==> config.mk <==
export PLATFORM = sky130hd
export DESIGN_NAME = cache_mem_port_arbiter
export DESIGN_NICKNAME = d
export VERILOG_FILES = /design/src/rtl/cache_mem_port_arbiter.sv
export SDC_FILE = /design/constraint.sdc
export NUM_CORES = 1
export LEC_CHECK = 0
export CAP_MARGIN = 40
export CORE_AREA = 4 4 131 133
export CTS_BUF_LIST = sky130_fd_sc_hd__clkbuf_8
export DETAILED_ROUTE_END_ITERATION = 16
export DIE_AREA = 0 0 135 137
export GPL_TIMING_DRIVEN = 0
export SLEW_MARGIN = 15
export SYNTH_ARGS = -nofsm -noshare
export SYNTH_HDL_FRONTEND = slang
export SYNTH_SLANG_ARGS = --single-unit
==> constraint.sdc <==
create_clock -name clk -period 3.3 [get_ports clk]
set_clock_uncertainty 0.2 [all_clocks]
set_input_delay 0.66 -clock clk [delete_from_list [all_inputs] [get_ports clk]]
set_output_delay 0.66 -clock clk [all_outputs]
set_load 0.005 [all_outputs]
==> src/rtl/cache_mem_port_arbiter.sv <==
// Shares one memory request/response port between NUM_REQ cache controllers:
// round-robin grant locked per cache-line burst, in-order response routing via an ID FIFO.
module cache_mem_port_arbiter #(
    parameter int unsigned NUM_REQ         = 2,
    parameter int unsigned REQ_W           = 77,
    parameter int unsigned RESP_W          = 47,
    parameter int unsigned BURST_LEN       = 4,
    parameter int unsigned MAX_OUTSTANDING = 4
) (
    input  logic                                 clk,
    input  logic                                 reset,
    input  logic [NUM_REQ-1:0]                   req_val,
    output logic [NUM_REQ-1:0]                   req_rdy,
    input  logic [NUM_REQ*REQ_W-1:0]             req_msg,
    output logic [NUM_REQ-1:0]                   resp_val,
    input  logic [NUM_REQ-1:0]                   resp_rdy,
    output logic [RESP_W-1:0]                    resp_msg,
    output logic                                 mem_req_val,
    input  logic                                 mem_req_rdy,
    output logic [REQ_W-1:0]                     mem_req_msg,
    input  logic                                 mem_resp_val,
    output logic                                 mem_resp_rdy,
    input  logic [RESP_W-1:0]                    mem_resp_msg,
    output logic [$clog2(MAX_OUTSTANDING+1)-1:0] outstanding
);

    localparam int unsigned ID_W   = $clog2(NUM_REQ);
    localparam int unsigned PTR_W  = (MAX_OUTSTANDING > 1) ? $clog2(MAX_OUTSTANDING) : 1;
    localparam int unsigned CNT_W  = $clog2(MAX_OUTSTANDING + 1);
    localparam int unsigned BCNT_W = (BURST_LEN > 1) ? $clog2(BURST_LEN) : 1;

    typedef enum logic {
        ST_OPEN,
        ST_LOCKED
    } lock_state_t;

    lock_state_t       state_q, state_d;
    logic [ID_W-1:0]   lock_id_q, lock_id_d;
    logic [ID_W-1:0]   rr_ptr_q, rr_ptr_d;
    logic [BCNT_W-1:0] burst_cnt_q, burst_cnt_d;
    logic [PTR_W-1:0]  head_q, head_d;
    logic [PTR_W-1:0]  tail_q, tail_d;
    logic [CNT_W-1:0]  count_q, count_d;
    logic [ID_W-1:0]   id_fifo_q [MAX_OUTSTANDING];

    logic [ID_W-1:0]   scan_id;
    logic              scan_found;
    logic [ID_W-1:0]   grant_id;
    logic              grant_vld;
    logic [ID_W-1:0]   head_id;
    logic              fifo_full;
    logic              fifo_empty;
    logic              req_fire;
    logic              resp_fire;

    function automatic logic [PTR_W-1:0] ptr_inc(input logic [PTR_W-1:0] p);
        return (p == PTR_W'(MAX_OUTSTANDING - 1)) ? '0 : p + PTR_W'(1);
    endfunction

    // First requester with val set, scanning upward from rr_ptr with wrap.
    always_comb begin : rr_scan
        int unsigned idx;
        logic [ID_W-1:0] cand;
        idx        = 0;
        cand       = '0;
        scan_id    = '0;
        scan_found = 1'b0;
        for (int unsigned k = 0; k < NUM_REQ; k++) begin
            idx = 32'(rr_ptr_q) + k;
            if (idx >= NUM_REQ) begin
                idx = idx - NUM_REQ;
            end
            cand = ID_W'(idx);
            if (!scan_found && req_val[cand]) begin
                scan_id    = cand;
                scan_found = 1'b1;
            end
        end
    end

    assign grant_vld  = (state_q == ST_LOCKED) || scan_found;
    assign grant_id   = (state_q == ST_LOCKED) ? lock_id_q : scan_id;
    assign fifo_full  = (count_q == CNT_W'(MAX_OUTSTANDING));
    assign fifo_empty = (count_q == '0);
    assign head_id    = id_fifo_q[head_q];

    assign mem_req_val  = !reset && grant_vld && req_val[grant_id] && !fifo_full;
    assign req_fire     = mem_req_val && mem_req_rdy;
    assign mem_resp_rdy = !reset && !fifo_empty && resp_rdy[head_id];
    assign resp_fire    = mem_resp_val && mem_resp_rdy;
    assign resp_msg     = mem_resp_msg;
    assign outstanding  = reset ? '0 : count_q;

    always_comb begin
        mem_req_msg = '0;
        req_rdy     = '0;
        resp_val    = '0;
        for (int unsigned i = 0; i < NUM_REQ; i++) begin
            if (ID_W'(i) == grant_id) begin
                mem_req_msg = req_msg[i*REQ_W +: REQ_W];
                req_rdy[i]  = !reset && grant_vld && mem_req_rdy && !fifo_full;
            end
            if (ID_W'(i) == head_id) begin
                resp_val[i] = !reset && mem_resp_val && !fifo_empty;
            end
        end
    end

    always_comb begin
        state_d     = state_q;
        lock_id_d   = lock_id_q;
        rr_ptr_d    = rr_ptr_q;
        burst_cnt_d = burst_cnt_q;
        head_d      = head_q;
        tail_d      = tail_q;
        count_d     = count_q;
        if (req_fire) begin
            tail_d = ptr_inc(tail_q);
            if (burst_cnt_q == BCNT_W'(BURST_LEN - 1)) begin
                burst_cnt_d = '0;
                state_d     = ST_OPEN;
                rr_ptr_d    = (grant_id == ID_W'(NUM_REQ - 1)) ? '0 : grant_id + ID_W'(1);
            end else begin
                burst_cnt_d = burst_cnt_q + BCNT_W'(1);
                state_d     = ST_LOCKED;
                lock_id_d   = grant_id;
            end
        end
        if (resp_fire) begin
            head_d = ptr_inc(head_q);
        end
        count_d = count_q + CNT_W'(req_fire) - CNT_W'(resp_fire);
    end

    always_ff @(posedge clk) begin
        if (reset) begin
            state_q     <= ST_OPEN;
            lock_id_q   <= '0;
            rr_ptr_q    <= '0;
            burst_cnt_q <= '0;
            head_q      <= '0;
            tail_q      <= '0;
            count_q     <= '0;
        end else begin
            state_q     <= state_d;
            lock_id_q   <= lock_id_d;
            rr_ptr_q    <= rr_ptr_d;
            burst_cnt_q <= burst_cnt_d;
            head_q      <= head_d;
            tail_q      <= tail_d;
            count_q     <= count_d;
        end
    end

    // ID storage needs no reset: entries are only read behind a nonzero count.
    always_ff @(posedge clk) begin
        if (req_fire) begin
            id_fifo_q[tail_q] <= grant_id;
        end
    end

endmodule

==> flow_summary_export.csv, run 1 <==
group,metric,value,unit
critical_path,path_class,"input pin to output pin",
synthesis,synth-seq-cells,18,
place,dp_hpwl,11300,um
floorplanning,die_area,18500,um2
critical_path,worstPathRequired,2.44,ns
clock_network,clk_latency,0.26,ns
sta,drv_slew,0,
clock_network,clockBufferDepth,2,
clock_network,cts_hold_buf,0,
place,portBuffers,294,
layout,num-nets-final,773,
layout,instances_no_fill,770,
critical_path,worstSetupStartpointType,"input pin",
detailed_routing,wl_per_cell,16.6,um
layout,diodes,0,
clock_network,htreeDepth,1,
sta,rsz0062_at_grt,"no",
floorplanning,num_rows,46,
detailed_routing,drc_errors,0,
sta,fin_crit_sh,0.961,
synthesis,ys.flop_type,"dfxtp_1",
clock_network,cts_tree,"yes",
floorplanning,ioPinCount,342,
worst_hold_path,hp-class,"flip-flop to flip-flop",
global_route,grt_overflow,0,
layout,syn_to_final_growth,157,%
floorplanning,die_y,137,um
floorplanning,fp.dieW,135,um
global_route,grt_start_max_net_pins,11,
global_route,antenna_found_initial,0,
place,gp_congestion,0.761,
sta,fin_crit,3.17,ns
detailed_routing,drt-total-wl,12800,um
flow_run,drv_cap,0,
synthesis,postSynthCellCount,228,
synthesis,synth_edf_count,4,
synthesis,synthesis.area,2220,um2
synthesis,async_flop_share,0,
detailed_routing,avgViaCountPerCell,3.77,
detailed_routing,dr.pass1.iters,4,
critical_path,critical_path_arrival,2.31,ns
synthesis,synth.distinct_cells,38,
pwr,leakagePower,2.42,nW
pwr,total_power,1.21,mW
place,dpl.cell_count,738,
detailed_routing,routed-via-count,2901,
layout,drive_above_1_share,0.307,
floorplanning,start_util,0.140,
sta,hold_viol,0,
clock_network,path_clk_slew,0.06,ns
detailed_routing,ant_nets,0,
pwr,ir_drop,0.138,mV
sta,setup_violations,0,
floorplanning,coreArea,15800,um2
pwr,power.density,211,nW/um2
global_route,grtUsageTotal,0.118,
detailed_routing,drt-initial-drc-count,42,
layout,final_util,0.361,
global_route,grt_pass1_wl,16900,um
global_route,grt_pass1_vias,3045,
critical_path,crit_path_max_fanout,9,
synthesis,synth_fp_nets,446,
critical_path,cp-end-kind,"output pin",
synthesis,synthesis.yosys.warnings,0,
sta,maxSlewHeadroom,0.623,
sta,setup-tns-final,0,ns
clock_network,cts_sinks,18,
sta,max_clock_freq,315,MHz
clock_network,cts-root-buf,"clkbuf_8",
sta,whs,0.303,ns
synthesis,avgSynthCellArea,9.75,um2
clock_network,numCtsBuffers,3,
outcome,outcome,"completed",
sta,worst_pin_slew,0.561,ns
synthesis,synth_seq_area_share,0.180,
## cell families after synthesis
logic type | Yosys count | synth area share
compound gates | 17 | 0.0541
xor+xnor | 2 | 0.00788
fa+ha+maj | 9 | 0.0541
buf+inv | 65 | 0.194
flops | 18 | 0.180
mux | 81 | 0.418
simple gates | 36 | 0.0918
## layout by cell type (no fill, tap or decap), drive strengths merged, types with 2 or more instances in the layout
master	n
a21oi	5
ha	8
or4	2
nand3	5
dfxtp	14
o21ai	5
mux2i	2
and3	6
dlymetal6s2s	3
nor2	7
or3b	2
buf	83
clkbuf	6
nand2	3
o31ai	2
clkdlybuf4s50	223
edfxtp	4
dlygate4sd2	60
inv	9
nor2b	8
clkdlybuf4s15	7
nor3	2
mux2	78
## critical path, stage by stage
cell             delay [ns]
clkdlybuf4s50_1        0.48
and3_1                 0.15
clkbuf_2               0.19
o31ai_1                0.17
nor2_1                 0.14
clkdlybuf4s50_1        0.52
## cells in the mapped netlist, types with 2 or more instances
library cell	n	area (um2)
dfxtp_1	14	280
nor2b_1	8	50.1
buf_2	8	40.0
inv_1	8	30.0
nor2_1	6	22.5
mux2_2	71	800
mux2_1	6	67.6
nor3_1	2	10.0
or4_1	2	15.0
buf_4	47	353
nand3_1	5	25.0
and3_1	6	37.5
ha_1	8	100
a21oi_1	5	25.0
o21ai_0	4	20.0
nand2_1	3	11.3
edfxtp_1	4	120
## layer usage
layer,GRT usage,vias up,share of wire
li1,-,1416,-
met1,0.130,1272,0.35
met2,0.219,198,0.52
met3,0.0412,15,0.12
met4,0.0252,0,0.015
met5,0,-,0
## worst paths after layout
check	depth (start not counted)	slack, ns	endpoint	startpoint
max	6	0.13	req_rdy[0]	mem_req_rdy
min	2	0.30	burst_cnt_q[1]$_SDFFE_PP0P_	burst_cnt_q[1]$_SDFFE_PP0P_
max reg2reg	11	0.44	count_q[2]$_SDFF_PP0_	flip-flop
min reg2reg	2	0.30	burst_cnt_q[1]$_SDFFE_PP0P_	burst_cnt_q[1]$_SDFFE_PP0P_
## cell type report
| cell class | count | area [um2] |
|---|---|---|
| Fill cell | 1588 | 10100 |
| Timing Repair Buffer | 322 | 3090 |
| Multi-Input combinational cell | 145 | 1400 |
| Buffer | 57 | 482 |
| Sequential cell | 18 | 400 |
| Tap cell | 216 | 270 |
| Clock buffer | 3 | 41.3 |
| Inverter | 8 | 30.0 |
| Clock inverter | 1 | 3.75 |
## timing repair
action | in CTS | in global routing
resized for setup | 100 | 9
pin swaps | 1 | 1
buffers inserted | 19 | 9
setup endpoints to repair | 80 | 48
gates cloned | 0 | 0
hold endpoints to repair | 0 | 0
## stage by stage
stage                     cell area [um2]  setup slack [ns]
after floorplan                      2220             0.625
after global placement               5440            -0.754
after detailed placement             5440            -0.740
after CTS                            5630           -0.0981
after global routing                 5710            0.0186
final                                5710             0.129
## power breakdown
group	leakage [nW]	total, mW	internal, mW	switching, mW
clock	0.0269	0.155	0.0827	0.0727
combinational	2.24	0.780	0.539	0.242
sequential	0.151	0.270	0.248	0.0224
No activity file was read; power rests on OpenSTA's default activity.
==> inputs of run 2 (changes only) <==
Settings changed: GPL_TIMING_DRIVEN 0 to not set.
==> run 2 against run 1 <==
Compared with the run above: clock power about the same; maximum frequency decreased by 0.88%; core utilization decreased by 4.6 points; cell area shrank 13%; sequential power is essentially flat; global-route usage shrank 0.36 points; via count shrank 14%; critical path type unchanged; critical endpoint is now mem_req_msg[10]; highest routed layer unchanged.
==> flow_summary_export.csv, run 2 (synthesized netlist as in run 1, its figures left out) <==
group,metric,value,unit
outcome,outcome,"completed",
detailed_routing,drt-total-wl,12200,um
clock_network,clockBufferDepth,2,
detailed_routing,drt-initial-drc-count,58,
floorplanning,die_area,18500,um2
floorplanning,num_rows,46,
global_route,grt_pass1_wl,16200,um
clock_network,htreeDepth,1,
pwr,pwr-share-comb,0.626,
clock_network,numCtsBuffers,3,
pwr,p_sw_frac,0.283,
clock_network,cts_sinks,18,
pwr,ir_drop,0.139,mV
layout,final_util,0.315,
detailed_routing,wl_per_cell,18.1,um
sta,rsz0062_at_grt,"no",
sta,fin_crit_sh,0.969,
detailed_routing,ant_nets,0,
pwr,leakagePower,2.01,nW
clock_network,cts-root-buf,"clkbuf_8",
place,portBuffers,247,
critical_path,critical_path_arrival,2.34,ns
global_route,grt_start_max_net_pins,14,
layout,layout_common_cells,"clkdlybuf4s50_1 (178), mux2_2 (68), dlygate4sd2_1 (43), clkdlybuf4s15_1 (18), buf_4 (16)",
global_route,grt_pass1_vias,2717,
sta,maxSlewHeadroom,0.797,
critical_path,cp-end-kind,"output pin",
floorplanning,fp.dieW,135,um
sta,drv_slew,0,
critical_path,path_class,"input pin to output pin",
layout,finalInstanceArea,4990,um2
detailed_routing,drc_errors,0,
critical_path,worstSetupStartpointType,"input pin",
place,placed_area,4760,um2
global_route,grtUsageTotal,0.114,
pwr,power_frac_seq,0.237,
pwr,power.density,227,nW/um2
floorplanning,start_util,0.140,
sta,worst_pin_slew,0.299,ns
detailed_routing,dr.pass1.iters,4,
floorplanning,coreArea,15800,um2
sta,fin_crit,3.20,ns
detailed_routing,avgViaCountPerCell,3.72,
pwr,netSwitchingPower,0.321,mW
floorplanning,die_y,137,um
global_route,grt_overflow,0,
layout,syn_to_final_growth,125,%
sta,hold_viol,0,
layout,drive_above_1_share,0.274,
flow_run,drv_cap,0,
pwr,clockPowerShare,0.136,
place,dp_hpwl,10600,um
detailed_routing,routed-via-count,2505,
clock_network,clk_latency,0.25,ns
global_route,antenna_found_initial,0,
critical_path,worstPathRequired,2.44,ns
clock_network,path_clk_slew,0.07,ns
clock_network,cts_tree,"yes",
sta,max_clock_freq,313,MHz
layout,num-nets-final,675,
critical_path,crit_path_max_fanout,6,
place,gp_congestion,0.763,
layout,final_common_cell,"clkdlybuf4s50_1",
worst_hold_path,hp-class,"flip-flop to flip-flop",
pwr,internal_power,0.813,mW
sta,setup_violations,0,
floorplanning,ioPinCount,342,
## run 2: cell types whose count changed in the layout (fill, tap and decap cells not counted), sizes merged, moves of 2 or more
cell           change
dlymetal6s2s       -2
buf               -45
clkdlybuf4s15     +12
dlygate4sd2       -17
bufbuf             +2
clkbuf             -3
clkdlybuf4s50     -45
## run 2: metrics by stage
stage	TNS [ns]	total power, mW	hold slack [ns]	setup slack [ns]	instances
floorplan	0	0.556	0.258	0.625	228
global placement	-16.04	0.974	0.261	-0.275	657
detailed placement	-16.55	0.984	0.273	-0.283	657
CTS	0	1.15	0.288	0.0510	672
global route	0	1.21	0.306	0.0157	672
finish	0	1.13	0.290	0.101	673
## run 2: power by group through the flow
stage | sequential (mW) | clock, mW | combinational (mW)
after global routing | 0.272 | 0.167 | 0.767
after detailed placement | 0.275 | 0 | 0.709
after floorplan | 0.269 | 0 | 0.287
after CTS | 0.270 | 0.161 | 0.724
after global placement | 0.273 | 0 | 0.701
final | 0.269 | 0.155 | 0.711
## run 2: final cells by class
type / count / area (um2)
multi-input cells: 145 / 1410
clock buffers: 3 / 41.3
fillers: 1642 / 10800
repair buffers: 281 / 2830
well taps: 216 / 270
flip-flops and latches: 18 / 400
clock inverters: 1 / 3.75
inverters: 8 / 30.0
diodes: 1 / 2.50
## run 2: worst paths after layout
path	from	end	slack, ns	cells past startpoint
setup / recovery	req_val[0]	mem_req_msg[10]	0.10	8
hold / removal	burst_cnt_q[1]$_SDFFE_PP0P_	burst_cnt_q[1]$_SDFFE_PP0P_	0.29	2
setup reg to reg	id_fifo_q[2]$_DFFE_PP_	count_q[2]$_SDFF_PP0_	0.51	11
hold reg to reg	burst_cnt_q[1]$_SDFFE_PP0P_	burst_cnt_q[1]$_SDFFE_PP0P_	0.29	2
## run 2: timing repair
| item | in CTS | in global routing |
|---|---|---|
| gates resized for setup | 133 | 1 |
| gates cloned | 3 | 0 |
| pin swaps | 1 | 1 |
| setup buffers | 8 | 0 |
| hold buffers | 0 | 0 |
| setup endpoints to repair | 78 | 23 |
## run 2: critical path, stage by stage
cell and delay, ns:
dlygate4sd2_1 0.24, nor2b_4 0.13, o31ai_4 0.20, buf_4 0.16
buf_12 0.13, bufbuf_16 0.26, mux2_2 0.33, clkdlybuf4s15_1 0.21
## run 2: metal layers
metal	track usage	vias to the layer above	wire length (um)
met5	0	-	0
met4	0.0179	0	112
met2	0.212	133	6390
li1	-	1218	-
met3	0.0298	18	1160
met1	0.135	1136	4530
